--- src/rtl/multi_rate_divider.sv ---
// multi_rate_divider: NUM_CH independent programmable tick sources driven from one clock.
// Each channel counts its divisor down and emits a one-cycle tick at the end of every
// period (periodic mode) or once (one-shot mode). It also emits a phase output that
// toggles on each tick and a busy flag that is high while the channel is running.
//
// Ports:
//   clock     system clock, rising edge
//   resetn    synchronous active-low reset
//   cfg_we    configuration write strobe
//   cfg_ch    channel addressed by the write
//   cfg_div   new divisor (period in cycles, must be non-zero)
//   cfg_mode  0 = periodic, 1 = one-shot
//   ch_en     per-channel enable (level)
//   restart   per-channel reload strobe
//   tick      per-channel one-cycle pulse at end of period
//   phase     per-channel square wave, toggles on every tick
//   busy      per-channel RUN indicator
//   cfg_err   one-cycle pulse after a rejected write
module multi_rate_divider #(
   parameter int unsigned NUM_CH      = 4,
   parameter int unsigned CNT_W       = 26,
   parameter int unsigned DEFAULT_DIV = 6_250_000,
   localparam int unsigned CH_W       = (NUM_CH > 1) ? $clog2(NUM_CH) : 1
) (
   input  logic              clock,
   input  logic              resetn,
   input  logic              cfg_we,
   input  logic [CH_W-1:0]   cfg_ch,
   input  logic [CNT_W-1:0]  cfg_div,
   input  logic              cfg_mode,
   input  logic [NUM_CH-1:0] ch_en,
   input  logic [NUM_CH-1:0] restart,
   output logic [NUM_CH-1:0] tick,
   output logic [NUM_CH-1:0] phase,
   output logic [NUM_CH-1:0] busy,
   output logic              cfg_err
);

   typedef enum logic [1:0] {StIdle, StRun, StDone} state_e;

   logic wr_ok;
   logic err_q;

   // A write is only accepted for an existing channel and a non-zero divisor.
   assign wr_ok = cfg_we && (32'(cfg_ch) < NUM_CH) && (cfg_div != '0);

   always_ff @(posedge clock) begin
      if (!resetn) begin
         err_q <= 1'b0;
      end else begin
         err_q <= cfg_we && !wr_ok;
      end
   end

   assign cfg_err = err_q;

   for (genvar c = 0; c < NUM_CH; c++) begin : g_ch
      state_e           state_q, state_d;
      logic [CNT_W-1:0] cnt_q, cnt_d;
      logic [CNT_W-1:0] div_q;
      logic             mode_q;
      logic             tick_q, tick_d;
      logic             phase_q;
      logic             wr_hit;
      logic [CNT_W-1:0] ld_div;
      logic             ld_mode;

      // A write landing on this channel in the same cycle as a load takes effect
      // immediately, so the load sees the incoming divisor and mode.
      assign wr_hit  = wr_ok && (cfg_ch == CH_W'(c));
      assign ld_div  = wr_hit ? cfg_div : div_q;
      assign ld_mode = wr_hit ? cfg_mode : mode_q;

      always_comb begin
         state_d = state_q;
         cnt_d   = cnt_q;
         tick_d  = 1'b0;
         if (!ch_en[c]) begin
            // Disabled: count is frozen and a pending end-of-period is dropped.
            state_d = StIdle;
         end else begin
            case (state_q)
               StIdle: begin
                  state_d = StRun;
                  cnt_d   = ld_div - CNT_W'(1);
               end
               StRun: begin
                  if (restart[c]) begin
                     cnt_d = ld_div - CNT_W'(1);
                  end else if (cnt_q != '0) begin
                     cnt_d = cnt_q - CNT_W'(1);
                  end else begin
                     tick_d = 1'b1;
                     if (ld_mode) begin
                        state_d = StDone;
                     end else begin
                        cnt_d = ld_div - CNT_W'(1);
                     end
                  end
               end
               StDone: begin
                  if (restart[c]) begin
                     state_d = StRun;
                     cnt_d   = ld_div - CNT_W'(1);
                  end
               end
               default: state_d = StIdle;
            endcase
         end
      end

      always_ff @(posedge clock) begin
         if (!resetn) begin
            state_q <= StIdle;
            cnt_q   <= '0;
            div_q   <= CNT_W'(DEFAULT_DIV);
            mode_q  <= 1'b0;
            tick_q  <= 1'b0;
            phase_q <= 1'b0;
         end else begin
            state_q <= state_d;
            cnt_q   <= cnt_d;
            tick_q  <= tick_d;
            phase_q <= phase_q ^ tick_d;
            if (wr_hit) begin
               div_q  <= cfg_div;
               mode_q <= cfg_mode;
            end
         end
      end

      assign tick[c]  = tick_q;
      assign phase[c] = phase_q;
      assign busy[c]  = (state_q == StRun);
   end

endmodule

--- config.mk ---
export PLATFORM = sky130hd
export DESIGN_NAME = multi_rate_divider
export DESIGN_NICKNAME = d
export VERILOG_FILES = /design/src/rtl/multi_rate_divider.sv
export SDC_FILE = /design/constraint.sdc
export NUM_CORES = 1
export LEC_CHECK = 0
export CORE_ASPECT_RATIO = 1.2
export CORE_MARGIN = 2
export CORE_UTILIZATION = 62
export DETAILED_ROUTE_END_ITERATION = 7
export GPL_TIMING_DRIVEN = 0
export PLACE_DENSITY = 0.81
export SLEW_MARGIN = 10
export SYNTH_ARGS = -nofsm -noshare
export SYNTH_HDL_FRONTEND = slang
export SYNTH_SLANG_ARGS = --single-unit
--- constraint.sdc ---
create_clock -name clock -period 6 [get_ports clock]
set_clock_uncertainty 0.05 [all_clocks]
set_input_delay 1.2 -clock clock [delete_from_list [all_inputs] [get_ports clock]]
set_output_delay 1.2 -clock clock [all_outputs]
set_load 0.05 [all_outputs]
==> key figures <==
Status
  – Status: finished clean

Timing
  – Worst Tran Pin Value: around 1300 ps
  – Final min period: between 5000 and 6000 ps
  – Setup-failing EPs final: 0
  – Final hold vios: 0
  – Final setup TNS: 0 ps
  – Fin. max-slew vios: 0
  – Final Cycle Share: between 90% and 100%
  – RSZ-0062 raised after global routing: false
  – Fmax: about 0.17 GHz
  – Max_slew headroom: 13.9%

Setup path
  – Req. time, crit path: ~6400 ps
  – Worst Setup End Kind: flop
  – WP buf/inv: 5
  – Cell family contributing the most delay on the critical path: simple AND/OR/NAND/NOR gates
  – R2r setup slk: between 2000 and 2500 ps
  – FF-to-FF Start: g_ch[1].cnt_q[0]$_SDFFE_PN0P_
  – CP Class: in -> reg
  – FF-to-FF path depth: 10
  – Delay of the slowest cell on the worst path: 590 ps
  – Setup crit start kind: input pin
  – CP max-delay cell: nor4_4
  – CP Depth: 19
  – Crit path arrival time: about 6200 ps
  – RR Endpoint: g_ch[1].cnt_q[7]$_SDFFE_PN0P_
  – CP Max Fanout: 19
  – Cell breakdown of the critical path: clkbuf_1, nor4_4, nand2_1, o41a_1, buf_2, nand3_4, buf_4, buf_4, mux2i_1, ha_2, nand2b_1, nand2b_1, or3_1, inv_1, a31oi_1, nor4_2, mux2i_1, a211o_1, a31oi_1
  – Worst setup endpoint: g_ch[0].cnt_q[20]$_SDFFE_PN0P_
  – CP Launch Point: cfg_div[17]

Logic synthesis
  – Post-synthesis cell count: between 1500 and 2000
  – Ys flop type: dfxtp_1
  – Top post-synthesis cells by area: dfxtp_1 (32%), nand2_1 (6.8%), a21oi_1 (6.2%)
  – Synthesized area: between 10000 and 15000 µm²
  – Synth Warn #: 0
  – Synth top area share: about a third
  – Post-synthesis cell type count: a little over 70
  – Mapped Nets: 1984
  – Sequential element share of the synthesized area: approximately 32%
  – Seq cells post-synth: approximately 230
  – Number of synthesized flops with an enable pin: 0
  – Async set or reset register ratio after synthesis: 0%
  – Post-Syn Area per Cell: ~7.3 µm²
  – Yosys top cell by area: dfxtp_1

GRT
  – Total track usage: 42.5%
  – Largest net degree at the start of global routing: 14
  – Initial antenna violation count: 1
  – Grt ovf: 0
  – Vias in the first global route: around 14000
  – First-pass GRT wire length: approximately 80 mm

Finish
  – Area growth from synthesis to layout: 11.1%
  – # nets final: between 2000 and 2500
  – Fin cells: 2299
  – Final Core Density: a little over two thirds
  – Final instance area: ~16000 µm²
  – Share of layout cells above drive strength 1: under 10%

Detailed routing
  – Final WL: roughly 52 mm
  – Detailed-route DRC error count: 0
  – DR vias: roughly 16000
  – Vias per cell: a little under 7
  – Initial drt markers: around 1800
  – Detailed Routing Iterations Pass 1: 6
  – Avg WL per Cell: between 20 and 25 µm
  – Detail Route Antenna Nets: 0

Flow run
  – Max-cap violations: 0

Clock network
  – Worst skew pair latency: around 540 ps
  – Clock transition at path regs: around 70 ps
  – Maximum clock insertion buffer count: 3
  – CTS tree: built
  – Clk Tree Root Cell: clkbuf_16
  – Clk sinks: roughly 230
  – Htree depth: 1
  – Cts bufs inserted: 25

Floorplanning
  – Chip height: about 170 µm
  – DIE WIDTH: between 100 and 150 µm
  – Starting Density: 63.1%
  – Core footprint: approximately 22000 µm²
  – Rows: 60
  – Io pins: 53
  – Die ar.: 24100 µm²

Placement
  – IO Port Bufs: 39
  – Post-DP HPWL: roughly 38 mm
  – Placer congestion estimate: 1.10
  – Cell Area, Placed: between 10000 and 15000 µm²
  – Placed Cells: between 2000 and 2500

Worst hold path
  – Worst hold path class: reg -> reg
  – Worst Hold Launch: g_ch[3].div_q[8]$_SDFF_PN0_

Power
  – PD cells: 251 nW/µm²
  – Peak supply drop: between 0.2 and 0.25 mV
  – Leakage power: 5.91 nW
-- state kept, by name, summed over array words and instances, names as in the netlist --
register,cells
cfg_err,1
g_ch.div_q,104
g_ch.mode_q,4
g_ch.state_q,8
g_ch.tick_q,4
g_ch.cnt_q,104
g_ch.phase_q,4
-- per-stage QoR --
step | hold WS [ps] | total power, mW | setup slack [ps]
2_1_floorplan | 386 | 2.20 | 528
3_3_place_gp | 395 | 2.43 | -1140
3_5_place_dp | 412 | 2.44 | -1160
4_1_cts | 423 | 3.91 | 56.0
5_1_grt | 448 | 4.07 | 0.886
6_report | 429 | 3.95 | 257
-- where the power goes --
part	total [mW]	internal (mW)	switching (mW)	leakage, nW
combinational	0.755	0.251	0.504	3.65
sequential	1.70	1.61	0.0875	1.88
clock	1.50	0.839	0.661	0.377
-- cells in the mapped netlist, types with 5 or more instances --
cell	n
a211oi_1	19
a21boi_0	6
a21oi_1	175
a221oi_1	8
a22oi_1	12
a31oi_1	22
a32oi_1	6
and2_1	10
and3_1	8
buf_2	27
buf_4	15
clkbuf_1	91
dfxtp_1	229
ha_1	7
inv_1	32
mux2i_1	73
nand2_1	255
nand2b_1	11
nand3_1	91
nand3b_1	8
nand4_1	12
nand4b_1	5
nor2_1	214
nor2b_1	11
nor3_1	96
nor3b_1	13
nor4_1	47
o211a_1	5
o211ai_1	17
o21a_1	6
o21ai_0	148
o21ai_1	10
o22ai_1	14
o31a_1	9
o31ai_1	14
or3_1	30
or4_1	20
xnor2_1	51
xor2_1	45
-- timing repair --
| action | 4_1_cts | 5_1_grt |
|---|---|---|
| resized for setup | 10 | 2 |
| hold endpoints to repair | 0 | 0 |
| hold buffers | 0 | 0 |
| setup buffers | 4 | 0 |
| pin swaps | 4 | 0 |
| endpoints found under the setup margin | 17 | 8 |
-- layout by cell type, fill, tap and decap left out, types with 22 or more instances in the layout --
cell type	synthesis	layout
buf_2	27	25
nor4_1	47	45
dfxtp_1	229	229
a21oi_1	175	175
clkdlybuf4s50_1	0	37
clkbuf_16	0	25
or3_1	30	30
inv_1	32	31
nor2_1	214	214
nand2_1	255	255
nand3_1	91	91
clkbuf_1	91	94
mux2i_1	73	73
a31oi_1	22	22
xnor2_1	51	51
nor3_1	96	95
o21ai_0	148	148
xor2_1	45	45
-- kinds of logic (layout without fill, tap and decap cells) --
family          count (synthesis)  after routing  share of synthesized area [%]
flops                         229            229                           32.4
mux                            75             75                           5.32
xor+xnor                       96             96                           5.93
other cells                     0              1                              0
buf+inv                       166            248                           5.03
compound gates                506            506                           21.7
simple gates                  858            858                           29.1
fa+ha+maj                       7              7                          0.618
-- per-layer routing --
metal / up-vias / share of wire [%] / track usage (%)
met5: - / 0 / 0
met4: 0 / 7.5 / 28.6
met3: 213 / 9.8 / 6.97
met2: 928 / 45 / 68.2
met1: 7341 / 38 / 52.3
li1: 7093 / - / -
-- how the worst min path moves through the flow --
stage	depth (start not counted)	end
floorplan	2	g_ch[3].div_q[8]$_SDFF_PN0_
global placement	2	g_ch[3].div_q[8]$_SDFF_PN0_
detailed placement	2	g_ch[3].div_q[8]$_SDFF_PN0_
CTS	2	g_ch[3].div_q[8]$_SDFF_PN0_
global route	2	g_ch[3].div_q[8]$_SDFF_PN0_
finish	2	g_ch[3].div_q[8]$_SDFF_PN0_
-- tightest hold or removal path, cell delays in order (launching register included) --
cell and delay (ps):
dfxtp_1 320, nand2_1 60, a21oi_1 50
-- area by class of cell --
type | count | area [µm²]
tap | 279 | 349
buffer | 132 | 587
timing repair buffer | 43 | 420
clock buffer | 32 | 682
sequential | 229 | 4580
multi-input combinational | 1542 | 8910
clock inverter | 9 | 76.3
inverter | 32 | 124
fill | 1966 | 6710
antenna | 1 | 2.50
Note: power is estimated with default switching activity, not from simulation.
